--- src/rtl/sprite_blitter.sv ---
// sprite_blitter: scans an SPR_W x SPR_H monochrome bitmap row-major and emits
// one pixel per clock to a VGA plot port, optionally erasing the previous
// sprite position first.
// Optional feature macro: SPRITE_BLITTER_ERASE_EN (erase phase and the storage
// of the previous origin). Without it every draw goes LOAD -> DRAW.
module sprite_blitter #(
    parameter int unsigned SPR_W = 5,
    parameter int unsigned SPR_H = 5,
    parameter int unsigned X_W   = 8,
    parameter int unsigned Y_W   = 7,
    parameter int unsigned COL_W = 3
) (
    input  logic                   clock,
    input  logic                   reset_n,
    input  logic                   go,
    input  logic [X_W-1:0]         x_cell,
    input  logic [Y_W-1:0]         y_cell,
    input  logic [SPR_W*SPR_H-1:0] shape,
    input  logic [COL_W-1:0]       colour,
    input  logic [COL_W-1:0]       bg_colour,
    input  logic                   opaque,
    output logic                   busy,
    output logic                   done,
    output logic                   plot_en,
    output logic [X_W-1:0]         x,
    output logic [Y_W-1:0]         y,
    output logic [COL_W-1:0]       colour_out
);

    localparam int unsigned N  = SPR_W * SPR_H;
    localparam int unsigned CW = (SPR_W > 1) ? $clog2(SPR_W) : 1;
    localparam int unsigned RW = (SPR_H > 1) ? $clog2(SPR_H) : 1;

    typedef enum logic [2:0] {
        S_IDLE  = 3'd0,
        S_LOAD  = 3'd1,
`ifdef SPRITE_BLITTER_ERASE_EN
        S_ERASE = 3'd2,
`endif
        S_DRAW  = 3'd3,
        S_DONE  = 3'd4
    } state_t;

    state_t           r_state;
    state_t           w_state_next;

    logic [CW-1:0]    r_col;
    logic [RW-1:0]    r_row;
    logic [X_W-1:0]   r_x0;
    logic [Y_W-1:0]   r_y0;
    logic [N-1:0]     r_shape;
    logic [COL_W-1:0] r_colour;
    logic [COL_W-1:0] r_bg;
    logic             r_opaque;

`ifdef SPRITE_BLITTER_ERASE_EN
    logic [X_W-1:0]   r_px0;
    logic [Y_W-1:0]   r_py0;
    logic             r_prev_valid;
`endif

    logic             w_col_last;
    logic             w_row_last;
    logic             w_last;
    logic             w_scan;

    assign w_col_last = (r_col == CW'(SPR_W - 1));
    assign w_row_last = (r_row == RW'(SPR_H - 1));
    assign w_last     = w_col_last && w_row_last;

`ifdef SPRITE_BLITTER_ERASE_EN
    assign w_scan = (r_state == S_DRAW) || (r_state == S_ERASE);
`else
    assign w_scan = (r_state == S_DRAW);
`endif

    // State register
    always_ff @(posedge clock or negedge reset_n) begin
        if (!reset_n) begin
            r_state <= S_IDLE;
        end else begin
            r_state <= w_state_next;
        end
    end

    // Next-state and pixel output decode from registered state only
    always_comb begin
        w_state_next = r_state;
        busy         = (r_state != S_IDLE);
        done         = 1'b0;
        plot_en      = 1'b0;
        x            = '0;
        y            = '0;
        colour_out   = '0;
        case (r_state)
            S_IDLE: begin
                if (go) w_state_next = S_LOAD;
            end
            S_LOAD: begin
`ifdef SPRITE_BLITTER_ERASE_EN
                w_state_next = r_prev_valid ? S_ERASE : S_DRAW;
`else
                w_state_next = S_DRAW;
`endif
            end
`ifdef SPRITE_BLITTER_ERASE_EN
            S_ERASE: begin
                plot_en    = 1'b1;
                x          = r_px0 + X_W'(r_col);
                y          = r_py0 + Y_W'(r_row);
                colour_out = r_bg;
                if (w_last) w_state_next = S_DRAW;
            end
`endif
            S_DRAW: begin
                // MSB of the shifting bitmap is always the current pixel
                plot_en    = r_shape[N-1] | r_opaque;
                x          = r_x0 + X_W'(r_col);
                y          = r_y0 + Y_W'(r_row);
                colour_out = r_shape[N-1] ? r_colour : r_bg;
                if (w_last) w_state_next = S_DONE;
            end
            S_DONE: begin
                done         = 1'b1;
                w_state_next = S_IDLE;
            end
            default: begin
                w_state_next = S_IDLE;
            end
        endcase
    end

    // Row-major scan counters; idle at zero so each scan phase starts at (0,0)
    always_ff @(posedge clock or negedge reset_n) begin
        if (!reset_n) begin
            r_col <= '0;
            r_row <= '0;
        end else if (!w_scan) begin
            r_col <= '0;
            r_row <= '0;
        end else if (w_col_last) begin
            r_col <= '0;
            r_row <= w_row_last ? '0 : r_row + RW'(1);
        end else begin
            r_col <= r_col + CW'(1);
        end
    end

    // Request latches; the bitmap shifts left once per drawn pixel
    always_ff @(posedge clock or negedge reset_n) begin
        if (!reset_n) begin
            r_x0     <= '0;
            r_y0     <= '0;
            r_shape  <= '0;
            r_colour <= '0;
            r_bg     <= '0;
            r_opaque <= 1'b0;
        end else if (r_state == S_LOAD) begin
            r_x0     <= x_cell * X_W'(SPR_W);
            r_y0     <= y_cell * Y_W'(SPR_H);
            r_shape  <= shape;
            r_colour <= colour;
            r_bg     <= bg_colour;
            r_opaque <= opaque;
        end else if (r_state == S_DRAW) begin
            r_shape  <= r_shape << 1;
        end
    end

`ifdef SPRITE_BLITTER_ERASE_EN
    // Remember the completed sprite origin for the next erase
    always_ff @(posedge clock or negedge reset_n) begin
        if (!reset_n) begin
            r_px0        <= '0;
            r_py0        <= '0;
            r_prev_valid <= 1'b0;
        end else if (r_state == S_DONE) begin
            r_px0        <= r_x0;
            r_py0        <= r_y0;
            r_prev_valid <= 1'b1;
        end
    end
`endif

endmodule
--- config.mk ---
export PLATFORM = sky130hd
export DESIGN_NAME = sprite_blitter
export DESIGN_NICKNAME = d
export VERILOG_FILES = /design/src/rtl/sprite_blitter.sv
export SDC_FILE = /design/constraint.sdc
export NUM_CORES = 1
export LEC_CHECK = 0
export BUFFER_PORTS_ARGS = -buffer_cell sky130_fd_sc_hd__buf_2
export CAP_MARGIN = 20
export CELL_PAD_IN_SITES_DETAIL_PLACEMENT = 1
export CELL_PAD_IN_SITES_GLOBAL_PLACEMENT = 1
export CORE_ASPECT_RATIO = 0.7
export CORE_MARGIN = 2
export CORE_UTILIZATION = 39
export CTS_BUF_LIST = sky130_fd_sc_hd__clkbuf_8
export DETAILED_ROUTE_END_ITERATION = 16
export PLACE_DENSITY_LB_ADDON = 0.1
export SYNTH_ARGS = -nofsm -noshare
export SYNTH_HDL_FRONTEND = slang
export SYNTH_SLANG_ARGS = --single-unit
--- constraint.sdc ---
create_clock -name clock -period 1.6 [get_ports clock]
set_input_delay 0.24 -clock clock [delete_from_list [all_inputs] [get_ports clock]]
set_output_delay 0.24 -clock clock [all_outputs]
set_load 0.02 [all_outputs]
* Word level (Yosys, flattened, before mapping) *
Cells that the tools add are included.

word-level totals
  word-level logic and storage cells = 45
  bits in read-only memories = 0
  memories = 0
  input port bits = 50
  output and inout port bits = 21
  register bits = 56
  RAM bits = 0
  latch bits = 0

cells by class
  mux-type cells = 16
  $mul = 2
  order comparisons = 0
  bitwise operators = 1
  shift-type cells = 0
  add/subtract/negate cells = 4
  eq/ne operators = 8
  reductions and logical operators = 5
  divide/modulo/power cells = 0

operators with widths
  cell                                                  count
  two-way mux 25 bit                                    2
  two-way mux 3 bit                                     9
  equality test 3 bit (second input constant)           3
  case mux 3 bit (3 select lines)                       1
  adder 8 x 3 -> 8 bit                                  1
  multiplier 8 x 3 -> 8 bit (second input constant)     1
  two-way mux 8 bit                                     1
  adder 7 x 3 -> 7 bit                                  1
  multiplier 7 x 3 -> 7 bit (second input constant)     1
  two-way mux 7 bit                                     1
  adder 3 x 1 -> 3 bit (second input constant)          2
  != test 2 bit (second input constant)                 3
  equality test 3 x 1 -> 1 bit (second input constant)  1
  equality test 3 x 2 -> 1 bit (second input constant)  1
  logical NOT 3 bit                                     1
  nonzero test 3 bit                                    1
  two-way mux 1 bit                                     2
  AND reduction 2 bit                                   1
  nonzero test 2 bit                                    1
  logical AND 1 bit                                     1
  OR 1 bit                                              1

* Longest topological paths before layout *
  depth in word-level cells = 4
  gate-level depth with buffers = 8
  gate-level depth less buffers = 8

* Worst setup path after synthesis *
Ideal clock, no wire load.

  path kind = register to output
  start point = reg r_row[0]
  end point = out y[6]
  arrival time = 1692 ps
  path buffers = 0
  data required time = 1360 ps
  stages on the path, launching flop included = 8
  slack = -332 ps
  cells stage by stage = dfrtp_1 > ha_1 > inv_1 > fa_1 > nor2b_1 > o2111ai_1 > xor2_1 > nor2_1

on the way
  longest elaborated chain between the ends = 2

RTL lines
  element                 RTL line  text
  start, declared         48        logic [RW-1:0] r_row;
  start signal, assigned  143       r_row <= w_row_last ? '0 : r_row + RW'(1);
  adder 7 x 3 -> 7 bit    119       y = r_y0 + Y_W'(r_row);
  two-way mux 7 bit       95        case (r_state)
  end, declared           26        output logic [Y_W-1:0] y,

Every way passes these cells.

* Worst setup path after layout *
  start point = reg r_y0[0]
  end point = out y[6]

on the way
  longest elaborated chain between the ends = 2

RTL lines
  element                 RTL line  text
  start, declared         50        logic [Y_W-1:0] r_y0;
  start signal, assigned  160       r_y0 <= y_cell * Y_W'(SPR_H);
  adder 7 x 3 -> 7 bit    119
  two-way mux 7 bit       95

Every way passes these cells.

==> results.yml <==
sta:
  max_freq_mhz: 449
  tightestPinTransition_ns: 0.313
  whs_ns: 0.108
  finalSetupViolations: 19
  timing.final.ws_setup_ns: -0.626
  fin_skew_ns: 0.0107
  hold_viol_final: 0
  period_needed_ns: 2.23
  finalSetupTns_ns: -6.94
  rsz0062_at_grt: "true"
  post-route-period-util_pct: 139
  maxSlewHeadroom_pct: 79.1
  slew_violations: 0
placement:
  numPortBuffers: 70
  place_area_mm2: 0.00406
  dp_hpwl_mm: 5.74
  place.gp.congestion: 0.773
critical_path:
  end_kind: "primary output"
  critPathSlowestCell: "dfrtp_1"
  cp.buffers_inverters: 2
  crit_type: "flop to primary output"
  critical-path-top-delay-family: "adder cells"
  path_cells: "ha_2 > inv_2 > fa_2 > nor2b_4 > o2111ai_2 > xor2_1 > nor2_2 > buf_6"
  startpoint_type: "flop"
  cp-endpoint: "y[6]"
  startpoint: "r_y0[0]$_DFFE_PN0P_"
  r2r_cells: 8
  worstPathRequired_ns: 1.36
  r2r-end: "r_state[0]$_DFFE_PN0P_"
  r2r_start: "r_row[0]$_DFFE_PN0P_"
  slowest_delay_ns: 0.37
  reg2reg_setup_slack_ns: 0.05
  path_max_fanout: 3
  worst_ep_arrival_time_ns: 1.99
  path_depth: 8
floorplanning:
  core_mm2: 0.00804
  die_h_um: 80.9
  dieArea_mm2: 0.00920
  fp.dieW_um: 114
  num_rows: 27
  design.portCount: 71
  start_util_pct: 40.9
routing:
  vias: 2735
  dr.first_iter.drc_count: 74
  via_per_inst: 4.96
  firstDrtPassIters: 4
  routedWlPerCell_um: 15.0
  route.detailed.drc: 0
  drt-total-wl_mm: 8.25
  ant_nets: 0
logic_synthesis:
  synth_flop_cell: "dfrtp_1"
  synth_top_cell_area_share_pct: 42.6
  ys_ff_latch: 56
  synthesis.nets: 422
  ys_types: 35
  syn_area_mm2: 0.00329
  yosys.area.top_type: "dfrtp_1"
  yosysSeqAreaShare_pct: 42.6
  synthArstFlopShare_pct: 100
  yosysMostFrequentCell: "nand2_1"
  synth_edf_count: 0
  ys_top_cells_by_count: "nand2_1 (76), dfrtp_1 (56), o21ai_0 (31)"
  yosys_warnings: 0
  netlist_instances: 342
  synth.top_cells.by_area: "dfrtp_1 (43%), ha_1 (9.9%), nand2_1 (8.7%), mux2i_1 (8.5%), o21ai_0 (4.7%)"
  syn_avg_cell_area_um2: 9.63
cts:
  cts.clk_slew.worst_paths_ns: 0.11
  root_buffer: "clkbuf_8"
  cts_tree: "built"
  insertion_delay_ns: 0.32
  cts.sinks: 56
  cts_max_path_buffers: 2
  htreeDepth: 2
  cts_buffers: 5
power_and_ir_drop:
  p_per_area_mw_per_mm2: 2270
  ir_worst_vdd_mv: 1.25
  cellLeakagePower_nw: 2.36
finish:
  diodes: 0
  postLayoutCellArea_mm2: 0.00462
  final_nets: 529
  area_growth_pct: 40.3
  drive_above_1_share_pct: 41.8
worst_hold_path:
  hold_path_class: "input port to flop"
global_route:
  grt_usage_pct: 18.8
  grt_overflow: 0
  grt_max_degree: 57
  grt_pass1_vias: 2928
  grt_pass1_wl_mm: 13.7
  antenna_found_initial: 0
run:
  cap_violations: 0
outcome:
  violations: "setup timing"
  status: "complete, but fails checks"
power breakdown:
part	internal (W)	switching, W
Sequential	0.00206	0.000492
Combinational	0.00351	0.00360
Clock	0.000356	0.000489
cell families (layout without fill, tap and decap cells):
logic type | after synthesis | count (layout) | share of synthesized area (%)
simple gates | 128 | 128 | 17.6
compound gates | 56 | 56 | 9.69
flops | 56 | 56 | 42.6
fa+ha+maj | 30 | 30 | 12.3
mux | 28 | 28 | 8.51
buf+inv | 27 | 135 | 4.79
xor+xnor | 17 | 17 | 4.52
stage by stage:
step	instances	power [W]	worst slack (ns)	util, %
final	551	0.0105	-0.626	57.4
after global routing	551	0.0113	-0.719	57.4
after CTS	544	0.0101	-0.654	55.4
after detailed placement	527	0.00791	-0.334	50.5
after global placement	527	0.00768	-0.278	50.5
after floorplan	342	0.00616	-0.224	-
cells in the final DEF (no fill, tap or decap), types with 3 or more instances in the layout:
cell type  netlist  layout
o21ai_1          0       4
o21ai_2          5       6
fa_2             0       3
buf_12           0       4
dfrtp_1         56      54
buf_2            8      50
a21oi_4          0       6
nor2_4           0       4
nor2_1          24      14
buf_6            3      24
inv_1           10       8
nand2_2          5       6
buf_4            3      37
o21ai_0         31      26
ha_1            26      20
mux2i_1         28      28
clkbuf_8         0       6
nand2_1         76      74
a21o_1           4       4
or3_4            0       4
xor2_1           7       7
a21oi_1         13       5
and3_4           0       3
ha_4             0       4
nor2_2           0       6
xnor2_1         10       8
worst min-delay path by stage:
stage	start	end	slack, ns	cells past startpoint
2_1_floorplan	reset_n	r_bg[0]$_DFFE_PN0P_	-0.06	0
3_3_place_gp	reset_n	r_shape[2]$_DFFE_PN0P_	0.26	2
3_5_place_dp	reset_n	r_shape[2]$_DFFE_PN0P_	0.27	2
4_1_cts	opaque	r_opaque$_DFFE_PN0P_	0.10	3
5_1_grt	bg_colour[1]	r_bg[1]$_DFFE_PN0P_	0.1	3
6_report	opaque	r_opaque$_DFFE_PN0P_	0.11	3
worst min-delay path, cell delays in order:
cell	delay (ns)
buf_2	0.07
nand2_1	0.04
nand2_1	0.05
layer usage:
layer	vias to the layer above	wire [µm]	global-route usage [%]
li1	1363	-	-
met1	1316	3990	25.7
met2	49	3920	31.4
met3	7	267	3.28
met4	0	72	4.88
met5	-	0	0
repair_timing:
item	in CTS	in global routing
cloned	1	0
resized for setup	57	25
hold buffers	1	0
endpoints found under the setup margin	20	23
hold endpoints to repair	56	0
pin swaps	21	14
setup buffers	9	9
registers in the layout, summed over array words and instances, names as in the netlist:
| signal | flops |
|---|---|
| r_x0 | 8 |
| r_colour | 3 |
| r_shape | 25 |
| r_row | 3 |
| r_bg | 3 |
| r_y0 | 7 |
| r_opaque | 1 |
| r_state | 3 |
| r_col | 3 |
layout make-up:
| cell class | instances | area [µm²] |
|---|---|---|
| fillers | 906 | 3420 |
| multi-input cells | 259 | 2030 |
| flip-flops and latches | 56 | 1400 |
| repair buffers | 117 | 921 |
| well taps | 101 | 126 |
| clock buffers | 6 | 82.6 |
| inverters | 10 | 37.5 |
| clock inverters | 2 | 13.8 |
Power figures use the tool's default switching activity.
